**config.mk**
```make
export PLATFORM = sky130hd
export DESIGN_NAME = sad_sequencer_flat
export DESIGN_NICKNAME = d
export VERILOG_FILES = /design/src/rtl/sad_sequencer_if.sv /design/src/rtl/sad_sequencer.sv /design/src/flat_wrapper.sv
export SDC_FILE = /design/constraint.sdc
export NUM_CORES = 1
export LEC_CHECK = 0
export BUFFER_PORTS_ARGS = -buffer_cell sky130_fd_sc_hd__buf_2
export CAP_MARGIN = 10
export CORE_MARGIN = 8
export CORE_UTILIZATION = 55
export DETAILED_ROUTE_END_ITERATION = 7
export PLACE_DENSITY = 0.77
export SETUP_SLACK_MARGIN = 0.3
export SLEW_MARGIN = 40
export SYNTH_ARGS = -nofsm -noshare
export SYNTH_HDL_FRONTEND = slang
export SYNTH_SLANG_ARGS = --single-unit
```
**constraint.sdc**
```tcl
create_clock -name Clk -period 10.67 [get_ports Clk]
set_input_delay 2.134 -clock Clk [delete_from_list [all_inputs] [get_ports Clk]]
set_output_delay 2.134 -clock Clk [all_outputs]
set_load 0.005 [all_outputs]
```
**src/rtl/sad_sequencer_if.sv**
```systemverilog
// SAD unit command bus: address pair plus window/frame configuration and opcode.
interface sad_sequencer_if;
  logic [31:0] MemAddress;
  logic [31:0] WindowAddress;
  logic [31:0] Width;
  logic [31:0] Height;
  logic [5:0]  ALUOp;
  logic        SADOp;

  modport master (
    output MemAddress, WindowAddress, Width, Height, ALUOp, SADOp
  );

  modport slave (
    input MemAddress, WindowAddress, Width, Height, ALUOp, SADOp
  );
endinterface

```
**src/rtl/sad_sequencer.sv**
```systemverilog
// SAD command sequencer: programs window and frame sizes, then walks every
// window pixel row by row, issuing one frame/window address pair per beat.
module sad_sequencer #(
  parameter logic [31:0] ADDR_STEP   = 32'd4,
  parameter logic [5:0]  OP_IDLE     = 6'b000000,
  parameter logic [5:0]  OP_SETWIN   = 6'b111110,
  parameter logic [5:0]  OP_SETFRAME = 6'b111100,
  parameter logic [5:0]  OP_SAD      = 6'b111111
) (
  input  logic                   Clk,
  input  logic                   Rst,
  input  logic                   start,
  input  logic                   hold,
  input  logic [31:0]            frame_base,
  input  logic [31:0]            window_base,
  input  logic [31:0]            win_w,
  input  logic [31:0]            win_h,
  input  logic [31:0]            frame_w,
  sad_sequencer_if.master        cmd,
  output logic                   busy,
  output logic                   done,
  output logic                   err
);

  localparam logic [2:0] S_IDLE      = 3'd0;
  localparam logic [2:0] S_CFG_WIN   = 3'd1;
  localparam logic [2:0] S_CFG_FRAME = 3'd2;
  localparam logic [2:0] S_RUN       = 3'd3;
  localparam logic [2:0] S_DONE      = 3'd4;

  logic [2:0]  state_q, state_d;
  logic [31:0] win_w_q, win_w_d, win_h_q, win_h_d, frame_w_q, frame_w_d;
  logic [31:0] frame_base_q, frame_base_d, window_base_q, window_base_d;
  logic [31:0] col_q, col_d, row_q, row_d;
  logic [31:0] mem_addr_q, mem_addr_d, win_addr_q, win_addr_d;
  logic [31:0] width_q, width_d, height_q, height_d;
  logic [5:0]  aluop_q, aluop_d;
  logic        sadop_q, sadop_d, busy_q, busy_d, done_q, done_d, err_q, err_d;

  logic        last_col, last_row;
  logic [31:0] row_jump;

  assign last_col = (col_q == win_w_q - 32'd1);
  assign last_row = (row_q == win_h_q - 32'd1);
  // Constant-step product; folds to a shift for power-of-two strides.
  assign row_jump = (frame_w_q - win_w_q + 32'd1) * ADDR_STEP;

  // Next-state and registered-output computation; outputs reflect the state being entered.
  always_comb begin
    state_d       = state_q;
    win_w_d       = win_w_q;
    win_h_d       = win_h_q;
    frame_w_d     = frame_w_q;
    frame_base_d  = frame_base_q;
    window_base_d = window_base_q;
    col_d         = col_q;
    row_d         = row_q;
    mem_addr_d    = mem_addr_q;
    win_addr_d    = win_addr_q;
    width_d       = width_q;
    height_d      = height_q;
    aluop_d       = aluop_q;
    sadop_d       = sadop_q;
    busy_d        = busy_q;
    done_d        = 1'b0;
    err_d         = 1'b0;

    case (state_q)
      S_IDLE: begin
        busy_d  = 1'b0;
        sadop_d = 1'b0;
        aluop_d = OP_IDLE;
        if (start) begin
          win_w_d       = win_w;
          win_h_d       = win_h;
          frame_w_d     = frame_w;
          frame_base_d  = frame_base;
          window_base_d = window_base;
          busy_d        = 1'b1;
          if (win_w == 32'd0 || win_h == 32'd0) begin
            // Empty window: skip configuration entirely and flag it.
            state_d = S_DONE;
            done_d  = 1'b1;
            err_d   = 1'b1;
          end else begin
            state_d  = S_CFG_WIN;
            aluop_d  = OP_SETWIN;
            width_d  = win_w;
            height_d = win_h;
            sadop_d  = 1'b1;
          end
        end
      end
      S_CFG_WIN: begin
        state_d = S_CFG_FRAME;
        aluop_d = OP_SETFRAME;
        width_d = frame_w_q;
      end
      S_CFG_FRAME: begin
        state_d    = S_RUN;
        aluop_d    = OP_SAD;
        col_d      = 32'd0;
        row_d      = 32'd0;
        mem_addr_d = frame_base_q;
        win_addr_d = window_base_q;
      end
      S_RUN: begin
        if (!hold) begin
          if (last_col && last_row) begin
            state_d = S_DONE;
            aluop_d = OP_IDLE;
            sadop_d = 1'b0;
            done_d  = 1'b1;
          end else if (last_col) begin
            // Row wrap: frame jumps to next row start, window is contiguous.
            col_d      = 32'd0;
            row_d      = row_q + 32'd1;
            mem_addr_d = mem_addr_q + row_jump;
            win_addr_d = win_addr_q + ADDR_STEP;
          end else begin
            col_d      = col_q + 32'd1;
            mem_addr_d = mem_addr_q + ADDR_STEP;
            win_addr_d = win_addr_q + ADDR_STEP;
          end
        end
      end
      S_DONE: begin
        state_d = S_IDLE;
        busy_d  = 1'b0;
        aluop_d = OP_IDLE;
        sadop_d = 1'b0;
      end
      default: begin
        state_d = S_IDLE;
        busy_d  = 1'b0;
        aluop_d = OP_IDLE;
        sadop_d = 1'b0;
      end
    endcase
  end

  // State and output registers with synchronous reset.
  always_ff @(posedge Clk) begin
    if (Rst) begin
      state_q       <= S_IDLE;
      win_w_q       <= '0;
      win_h_q       <= '0;
      frame_w_q     <= '0;
      frame_base_q  <= '0;
      window_base_q <= '0;
      col_q         <= '0;
      row_q         <= '0;
      mem_addr_q    <= '0;
      win_addr_q    <= '0;
      width_q       <= '0;
      height_q      <= '0;
      aluop_q       <= OP_IDLE;
      sadop_q       <= 1'b0;
      busy_q        <= 1'b0;
      done_q        <= 1'b0;
      err_q         <= 1'b0;
    end else begin
      state_q       <= state_d;
      win_w_q       <= win_w_d;
      win_h_q       <= win_h_d;
      frame_w_q     <= frame_w_d;
      frame_base_q  <= frame_base_d;
      window_base_q <= window_base_d;
      col_q         <= col_d;
      row_q         <= row_d;
      mem_addr_q    <= mem_addr_d;
      win_addr_q    <= win_addr_d;
      width_q       <= width_d;
      height_q      <= height_d;
      aluop_q       <= aluop_d;
      sadop_q       <= sadop_d;
      busy_q        <= busy_d;
      done_q        <= done_d;
      err_q         <= err_d;
    end
  end

  assign cmd.MemAddress    = mem_addr_q;
  assign cmd.WindowAddress = win_addr_q;
  assign cmd.Width         = width_q;
  assign cmd.Height        = height_q;
  assign cmd.ALUOp         = aluop_q;
  assign cmd.SADOp         = sadop_q;
  assign busy              = busy_q;
  assign done              = done_q;
  assign err               = err_q;

endmodule

```
**src/flat_wrapper.sv**
```systemverilog
// flat-port wrapper written by rule: the top's interface ports become plain ports
module sad_sequencer_flat 
#(
  parameter logic [31:0] ADDR_STEP   = 32'd4,
  parameter logic [5:0]  OP_IDLE     = 6'b000000,
  parameter logic [5:0]  OP_SETWIN   = 6'b111110,
  parameter logic [5:0]  OP_SETFRAME = 6'b111100,
  parameter logic [5:0]  OP_SAD      = 6'b111111
)
  (Clk, Rst, start, hold, frame_base, window_base, win_w, win_h, frame_w, busy, done, err, cmd_MemAddress, cmd_WindowAddress, cmd_Width, cmd_Height, cmd_ALUOp, cmd_SADOp);
  sad_sequencer_if cmd_i ();
  input  logic Clk;
  input  logic Rst;
  input  logic start;
  input  logic hold;
  input  logic [31:0] frame_base;
  input  logic [31:0] window_base;
  input  logic [31:0] win_w;
  input  logic [31:0] win_h;
  input  logic [31:0] frame_w;
  output logic busy;
  output logic done;
  output logic err;
  output wire logic [$bits(cmd_i.MemAddress)-1:0] cmd_MemAddress;
  output wire logic [$bits(cmd_i.WindowAddress)-1:0] cmd_WindowAddress;
  output wire logic [$bits(cmd_i.Width)-1:0] cmd_Width;
  output wire logic [$bits(cmd_i.Height)-1:0] cmd_Height;
  output wire logic [$bits(cmd_i.ALUOp)-1:0] cmd_ALUOp;
  output wire logic [$bits(cmd_i.SADOp)-1:0] cmd_SADOp;
  assign cmd_MemAddress = cmd_i.MemAddress;
  assign cmd_WindowAddress = cmd_i.WindowAddress;
  assign cmd_Width = cmd_i.Width;
  assign cmd_Height = cmd_i.Height;
  assign cmd_ALUOp = cmd_i.ALUOp;
  assign cmd_SADOp = cmd_i.SADOp;
  sad_sequencer #(.ADDR_STEP(ADDR_STEP), .OP_IDLE(OP_IDLE), .OP_SETWIN(OP_SETWIN), .OP_SETFRAME(OP_SETFRAME), .OP_SAD(OP_SAD)) u_core (.Clk(Clk), .Rst(Rst), .start(start), .hold(hold), .frame_base(frame_base), .window_base(window_base), .win_w(win_w), .win_h(win_h), .frame_w(frame_w), .cmd(cmd_i), .busy(busy), .done(done), .err(err));
endmodule
```
==> results.tsv <==
stage	metric	value	unit
worst_setup_path	endpoint_kind	flip-flop	
synth	yosysSeqAreaShare	35.7	%
placement	place_hpwl	47.5	mm
worst_setup_path	crit_fanout	30	
sta	slew_headroom	42.5	%
finish	syn2layout_area_growth	15.3	%
clocking	cts_tree	built	
route	drcViolationCount	0	
clocking	cts_buffer_depth	3	
floorplan	dieHeight	208	µm
sta	fin_crit	6190	ps
global_routing	gr-usage-all-layers	28.7	%
finish	layout-drive-gt1-share	14.9	%
route	viasPerCell	6.02	
worst_setup_path	cp_cell_sequence	nor4_2, nand4_1, or2_1, o41ai_2, o2111ai_1, nor4b_2, nand4_1, buf_4, nor3b_1, ha_1, o21a_1, o21a_1, o21ai_0, a31oi_1, o41ai_1, o211ai_1, a31o_2, a21oi_1, xnor2_1, xnor2_1, o22ai_1	
floorplan	start_util	55.6	%
pwr	leakage	9.60	nW
floorplan	rows	70	
pwr	ir_drop	0.000141	V
route	wl_per_cell	19.3	µm
floorplan	die_area	43400	µm²
route	drt_iter0_drc	1688	
worst_setup_path	crit_slowest_cell	nor4_2	
placement	portBuffers	301	
worst_setup_path	cp_data_arrival_time	6630	ps
global_routing	grt_pass1_vias	19000	
clocking	htree_levels	2	
route	drt_first_pass_iters	5	
floorplan	coreArea	36500	µm²
clocking	clkTransAtPathRegs	60	ps
synth	synth_seq_cells	362	
job	cap_violations	0	
worst_setup_path	cp_data_required_time	11110	ps
global_routing	antenna_found_initial	0	
route	routed_wl	64.4	mm
route	ant_nets	0	
sta	setup_slack	4480	ps
worst_setup_path	cpPeakStageDelay	730	ps
synth	synthFlopType	dfxtp_1	
finish	seq_area	7250	µm²
sta	tightest_slew	862	ps
worst_setup_path	critPathKind	flip-flop to flip-flop	
sta	timing.fmax	162	MHz
global_routing	grt_overflow	0	
synth	syn_area_per_cell	7.71	µm²
finish	n_antenna_cell	0	
synth	synth_edf_count	0	
sta	report.final.slew_viol_count	0	
sta	fin_skew	20.9	ps
global_routing	grt_pass1_wl	103	mm
placement	place_congestion	0.974	
clocking	cts-root-buf	clkbuf_16	
synth	async_flop_share	0	%
pwr	pwr_density_cell	167	nW/µm²
clocking	clkLatencyLatePin	570	ps
synth	netlist_instances	2634	
finish	multi_input_area	12300	µm²
synth	synthesis.area	20300	µm²
sta	period_share	58.0	%
placement	place_ws	4530	ps
clocking	ctsHoldBuffers	0	
worst_setup_path	start_kind	flip-flop	
sta	setup_viol_count_final	0	
finish	final_cell_mix	nand2_1, dfxtp_1, buf_2	
sta	hold_viol	0	
hold_path	hp-class	flip-flop to flip-flop	
synth	synth_nets	2891	
sta	fin_tns_setup	0	ps
finish	fill_cells	3243	
status	run_status	complete, no violations	
floorplan	die_w	208	µm
floorplan	ioPinCount	302	
finish	fin_nets	3090	
finish	final_common_cell	nand2_1	
route	via_count	20000	
clocking	clock_sinks	362	
global_routing	grt_max_degree	140	
clocking	post_cts_resized	0	
clocking	cts_buffers	40	
synth	yosysWarningCount	0	
sta	grt_setup_unrepaired	false	
clocking	post-cts-setup-buffers	0	
synth	yosysUniqueCellTypes	78	
[cell usage after synthesis (all sizes together) (10+ instances only)]
cell type | instances | area, µm²
o2111ai | 10 | 87.6
and4 | 10 | 87.6
nand3 | 51 | 255
a21o | 23 | 173
nor4 | 37 | 244
nor2 | 252 | 948
xnor2 | 78 | 683
dfxtp | 362 | 7250
nand2b | 13 | 81.3
a211oi | 66 | 495
clkbuf | 139 | 522
buf | 21 | 105
and2 | 14 | 87.6
or2 | 12 | 75.1
nand4 | 40 | 250
or3 | 42 | 263
or4 | 25 | 191
and3 | 24 | 150
o21a | 15 | 113
nor3 | 71 | 355
a21oi | 273 | 1370
a31oi | 23 | 144
mux2i | 78 | 781
o21ai | 86 | 430
a2111oi | 10 | 114
o211ai | 29 | 218
inv | 68 | 255
ha | 91 | 1140
nand2 | 481 | 1810
xor2 | 66 | 578
[report_power, final]
group	internal, mW	switching [mW]
clock network	0.864	0.596
logic	0.354	0.554
registers	1.44	0.0882
[cells by family after synthesis]
| group | count (synthesis) | share of synthesized area, % |
|---|---|---|
| simple gates | 1098 | 24.7 |
| compound gates | 628 | 19.3 |
| flops | 362 | 35.7 |
| buf+inv | 229 | 4.36 |
| xor+xnor | 144 | 6.21 |
| fa+ha+maj | 94 | 5.85 |
| mux | 79 | 3.90 |
[layout make-up]
class,count,area share [%]
clock buffer,55,5.12
clock inverter,18,0.849
inverter,69,1.11
multi-input combinational,2043,52.4
sequential,362,30.9
tap,468,2.50
timing repair buffer,317,7.10
[metrics by stage]
step	cells	power [mW]	util [%]	instance area, µm²	hold slack, ps
2_1_floorplan	2634	2.16	-	20300	431
3_3_place_gp	3258	2.44	60.1	22000	440
3_5_place_dp	3258	2.45	60.2	22000	446
4_1_cts	3331	3.91	64.0	23400	454
5_1_grt	3332	4.08	64.1	23400	470
6_report	3332	3.90	64.1	23400	452
[per-layer routing]
layer | up-vias | track usage [%] | part of all wire [%]
met5 | - | 0 | 0
met4 | 0 | 9.45 | 2.8
met3 | 98 | 5.41 | 7.8
met2 | 723 | 44.8 | 45
met1 | 9477 | 39.4 | 45
li1 | 9745 | - | -
[critical path: cells and delay by family (launching register included)]
| kind | cells | cell delay (ps) |
|---|---|---|
| AO/OA/AOI/OAI | 11 | 2490 |
| adder cells (fa/ha/maj) | 1 | 380 |
| buffers and inverters | 1 | 290 |
| AND/OR/NAND/NOR | 6 | 2190 |
| flip-flops | 1 | 380 |
| XOR/XNOR | 2 | 300 |
[final timing paths]
path | slack (ps) | cells after the start | start | endpoint
max reg2reg | 4480 | 21 | u_core.win_w_q[2]$_SDFFE_PP0P_ | u_core.cmd.MemAddress[31]$_SDFFE_PP0P_
min | 450 | 2 | u_core.frame_base_q[30]$_SDFFE_PP0P_ | u_core.frame_base_q[30]$_SDFFE_PP0P_
min reg2reg | 450 | 2 | u_core.frame_base_q[30]$_SDFFE_PP0P_ | u_core.frame_base_q[30]$_SDFFE_PP0P_
max | 4480 | 21 | u_core.win_w_q[2]$_SDFFE_PP0P_ | u_core.cmd.MemAddress[31]$_SDFFE_PP0P_
No activity file was read; power rests on OpenSTA's default activity.
